**config.mk**
```make
export PLATFORM = sky130hd
export DESIGN_NAME = vx_csa_accum_seq
export DESIGN_NICKNAME = d
export VERILOG_FILES = /design/src/rtl/vx_csa_accum_seq.sv
export SDC_FILE = /design/constraint.sdc
export NUM_CORES = 1
export LEC_CHECK = 0
export CORE_ASPECT_RATIO = 1.5
export CORE_MARGIN = 5
export CORE_UTILIZATION = 50
export CTS_BUF_LIST = sky130_fd_sc_hd__clkbuf_4
export DETAILED_ROUTE_END_ITERATION = 10
export PLACE_DENSITY = 0.82
export SYNTH_ARGS = -nofsm -noshare
export SYNTH_HDL_FRONTEND = slang
export SYNTH_SLANG_ARGS = --single-unit
```
**constraint.sdc**
```tcl
create_clock -name clk -period 2.35 [get_ports clk]
set_input_delay 0.3525 -clock clk [delete_from_list [all_inputs] [get_ports clk]]
set_output_delay 0.3525 -clock clk [all_outputs]
set_load 0.05 [all_outputs]
```
**src/rtl/vx_csa_accum_seq.sv**
```systemverilog
// Multi-beat carry-save reduction sequencer: one CSA pass per beat, one CPA at the end.
// Define VX_CSA_ACCUM_SEQ_BEATCNT_EN to add the out_beats beat counter.
module vx_csa_accum_seq #(
   parameter int LANES = 4,
   parameter int W     = 8,
   parameter int ACC_W = 16,
   parameter int TAG_W = 4
) (
   input  logic               clk,
   input  logic               reset_n,
   input  logic               in_valid,
   output logic               in_ready,
   input  logic [LANES*W-1:0] in_data,
   input  logic [LANES-1:0]   in_mask,
   input  logic               in_last,
   input  logic [TAG_W-1:0]   in_tag,
   output logic               out_valid,
   input  logic               out_ready,
   output logic [ACC_W-1:0]   out_sum,
   output logic [TAG_W-1:0]   out_tag
`ifdef VX_CSA_ACCUM_SEQ_BEATCNT_EN
   ,
   output logic [15:0]        out_beats
`endif
);

   localparam int NOPS = LANES + 2;

   typedef enum logic [1:0] {
      IDLE    = 2'd0,
      ACCUM   = 2'd1,
      RESOLVE = 2'd2,
      OUTPUT  = 2'd3
   } state_t;

   state_t state, state_nx;

   logic [ACC_W-1:0] sum_r, carry_r;
   logic [ACC_W-1:0] tree_s, tree_c;
   logic [ACC_W-1:0] ops [NOPS];
   logic [TAG_W-1:0] tag_r;
   logic             beat_acc;
   logic             out_hs;

   assign beat_acc = in_valid && in_ready;
   assign out_hs   = out_valid && out_ready;

   // Lane operands plus the running redundant pair (zeros on a first beat)
   always_comb begin
      for (int i = 0; i < LANES; i++) begin
         ops[i] = in_mask[i] ? ACC_W'(in_data[i*W +: W]) : '0;
      end
      ops[LANES]   = (state == ACCUM) ? sum_r   : '0;
      ops[LANES+1] = (state == ACCUM) ? carry_r : '0;
   end

   // 3:2 compressor layers; carry out of the top bit falls off the shift
   always_comb begin
      logic [ACC_W-1:0] s, c, ns, nc;
      s  = ops[0];
      c  = ops[1];
      ns = '0;
      nc = '0;
      for (int i = 2; i < NOPS; i++) begin
         ns = s ^ c ^ ops[i];
         nc = ((s & c) | (s & ops[i]) | (c & ops[i])) << 1;
         s  = ns;
         c  = nc;
      end
      tree_s = s;
      tree_c = c;
   end

   always_ff @(posedge clk or negedge reset_n) begin
      if (!reset_n) state <= IDLE;
      else          state <= state_nx;
   end

   always_comb begin
      state_nx = state;
      case (state)
         IDLE:    if (beat_acc) state_nx = in_last ? RESOLVE : ACCUM;
         ACCUM:   if (beat_acc && in_last) state_nx = RESOLVE;
         RESOLVE: state_nx = OUTPUT;
         OUTPUT:  if (out_ready) state_nx = IDLE;
         default: state_nx = IDLE;
      endcase
   end

   always_comb begin
      in_ready = (state == IDLE) || (state == ACCUM);
   end

   always_ff @(posedge clk or negedge reset_n) begin
      if (!reset_n) begin
         sum_r     <= '0;
         carry_r   <= '0;
         tag_r     <= '0;
         out_valid <= 1'b0;
         out_sum   <= '0;
         out_tag   <= '0;
      end else begin
         case (state)
            IDLE, ACCUM: begin
               if (beat_acc) begin
                  sum_r   <= tree_s;
                  carry_r <= tree_c;
                  if (state == IDLE) tag_r <= in_tag;
               end
            end
            RESOLVE: begin
               out_sum   <= sum_r + carry_r;
               out_tag   <= tag_r;
               out_valid <= 1'b1;
            end
            OUTPUT: begin
               if (out_hs) begin
                  out_valid <= 1'b0;
                  sum_r     <= '0;
                  carry_r   <= '0;
               end
            end
            default: ;
         endcase
      end
   end

`ifdef VX_CSA_ACCUM_SEQ_BEATCNT_EN
   always_ff @(posedge clk or negedge reset_n) begin
      if (!reset_n)                          out_beats <= '0;
      else if (out_hs)                       out_beats <= '0;
      else if (beat_acc && out_beats != '1)  out_beats <= out_beats + 16'd1;
   end
`endif

endmodule

```
==> flow_summary.yaml <==
route:
  drt_pass1_iterations: 4
  remaining_drc_errors: 0
  drt_iter0_markers: 187
  totalWireLength_um: 8660
  viasPerCell: 5.55
  ant_nets: 0
  vias: 3086
  wl_per_cell_um: 15.6
die:
  die_x_um: 82.6
  num_rows: 39
  die_h_um: 119
  coreArea_um2: 7660
  start_util_pct: 51.6
  dieArea_um2: 9820
  io_pins: 67
power_and_ir_drop:
  power_frac_seq_pct: 30.1
  switching_share_pct: 44.7
  power_w: 0.00492
  power_frac_clock_pct: 11.0
  p_leak_nw: 2.47
  p_sw_w: 0.00220
  internal_power_w: 0.00272
  power_frac_comb_pct: 58.9
  ir_drop_uv: 592
  power_density_nw_per_um2: 944
yosys:
  syn_nets: 467
  syn_avg_cell_area_um2: 10.8
  yosys.area.top_type: "dfrtp_1"
  synth.area.top_cells: "dfrtp_1 (36%), fa_1 (16%), ha_1 (7.9%)"
  syn_area_um2: 3950
  syn_inst: 365
  synth_edf_count: 0
  synthFlopType: "dfrtp_1"
  seq_area_frac_synth_pct: 36.1
  synthTopCellsByCount: "dfrtp_1 (57), nand2_1 (44), fa_1 (32)"
  ys_seq_elements: 57
  ys_warn_count: 0
  synth.most_common_cell: "dfrtp_1"
  synthDistinctLibCells: 48
  synth-async-reset-ratio_pct: 100
  netlist.area_leader.share_pct: 36.1
run_status:
  status: "finished with violations"
  violations: "setup timing"
worst_setup_path:
  slowest_stage: "fa_1"
  arrival_ns: 2.90
  crit_type: "in2reg"
  path_delay_family: "adder cells"
  critPathLaunchType: "primary input"
  crit_required_ns: 2.65
  critPathCaptureType: "register"
  crit_chain: "buf_8 > buf_6 > buf_6 > nand2_4 > fa_2 > fa_1 > inv_1 > fa_1 > fa_2 > a22o_1"
  slowest_delay_ns: 0.53
  worstPathMaxFanout: 4
  path_buf_inv: 4
global_route:
  grt_max_degree: 31
  grt_remaining_overflow: 0
  grt_pass1_wl_um: 14900
  grt_pass1_vias: 3175
  track_usage_pct: 19.6
  antenna_found_initial: 1
place:
  postPlaceCellArea_um2: 4980
  portBuffers: 66
  dp_slack_ns: -1.11
  gp_congestion: 0.842
  dpl.hpwl_um: 6520
cts:
  cts.sinks: 57
  cts_tree: "built"
  cts.path.max_buffers: 2
  clk_pin_slew_ns: 0.08
  cts_buffers: 9
  clockRootBuffer: "clkbuf_4"
  ctsHtreeMaxLevel: 3
  insertion_delay_ns: 0.40
cells_and_area:
  nets: 553
  drive_gt1_share_pct: 26.5
  final_area_um2: 5210
  final_util_pct: 68.1
  syn2layout_area_growth_pct: 32.0
sta:
  layout_worst_path_cycle_share_pct: 111
  finClkSkew_ns: 0.00424
  slew_headroom_pct: 35.4
  setup_violations: 14
  fmax_mhz: 384
  hold_ws_ns: 0.479
  slew_viol_final: 0
  finalHoldViolations: 0
  timing.final.ws_setup_ns: -0.252
  rsz0062_at_grt: "true"
  tightest_slew_ns: 0.969
  period_needed_ns: 2.60
worst_hold_path:
  hold_class: "in2async"
flow_run:
  cap_violations: 0
## path summary, 6_finish.rpt
check / start / end / slack, ns / cells after the start
worst max-delay path: in_mask[1] / sum_r[2] / -0.25 / 10
worst max register to register: state[1] / sum_r[3] / 0.07 / 7
worst min register to register: out_sum[9] / out_sum[9] / 0.49 / 2
min in group clk: out_sum[9] / out_sum[9] / 0.49 / 2
worst min-delay path: reset_n / sum_r[1] / 0.48 / 2
max in group asynchronous: reset_n / out_sum[14] / 1.21 / 3
## layout make-up
class | count | area [um2]
clock buffers | 11 | 82.6
flip-flops and latches | 57 | 1430
diodes | 1 | 2.50
fillers | 588 | 2450
inverters | 25 | 93.8
repair buffers | 88 | 858
clock inverters | 2 | 8.76
well taps | 102 | 128
multi-input cells | 270 | 2610
## per-stage QoR
step	instances	setup TNS, ns
after floorplan	365	-3.89
after global placement	535	-16.86
after detailed placement	535	-17.87
after CTS	557	-2.48
after global routing	556	-1.86
final	556	-1.57
## power groups by stage
stage,clock (W),combinational (W),sequential (W)
2_1_floorplan,0,0.00156,0.00191
3_3_place_gp,0,0.00276,0.00149
3_5_place_dp,0,0.00288,0.00151
4_1_cts,0.000570,0.00292,0.00149
5_1_grt,0.000602,0.00316,0.00152
6_report,0.000541,0.00290,0.00148
## cells by family after synthesis
family,synth area share (%)
fa+ha+maj,24.1
xor+xnor,1.33
buf+inv,3.77
flops,36.1
compound gates,15.2
mux,5.32
simple gates,14.2
## cell usage in the layout (no fill, tap or decap), drive strengths merged, types with 3 or more instances in the layout
master,count
dfrtp,57
nand2,44
clkdlybuf4s50,37
fa,32
and2,31
buf,28
a22o,27
ha,25
inv,24
clkbuf,17
mux2,16
nor2,11
a21oi,10
dlygate4sd2,9
o21ai,8
a21o,8
nand3,7
xnor2,4
nand4,4
nor3,4
clkdlybuf4s15,4
mux2i,3
and3,3
dlymetal6s2s,3
clkinv,3
o31ai,3
## registers in the layout (all words and copies together), names as in the netlist
register	flops
carry_r	14
tag_r	4
state	2
out_sum	16
out_valid	1
sum_r	16
out_tag	4
## worst reg2reg max path: cells and delay by family (launching register included)
family	cells	cell delay [ns]
simple gates	1	0.16
flops	1	0.39
fa+ha+maj	3	1.25
compound gates	1	0.18
buf+inv	2	0.19
## what timing repair did
action,4_1_cts,5_1_grt
hold buffers,1,0
cloned,0,0
pin swaps,42,40
buffers inserted,8,1
endpoints found under the setup margin,18,17
endpoints found under the hold margin,25,0
resized for setup,69,35
## routing by layer
metal | share of wire [%] | global-route usage [%] | wire length [um] | vias to the layer above
li1 | - | - | - | 1451
met1 | 39 | 24.2 | 3370 | 1527
met2 | 54 | 32.3 | 4670 | 92
met3 | 4.8 | 4.08 | 415 | 16
met4 | 2.4 | 8.69 | 206 | 0
met5 | 0 | 0 | 0 | -
(Power assumes the default switching activity.)
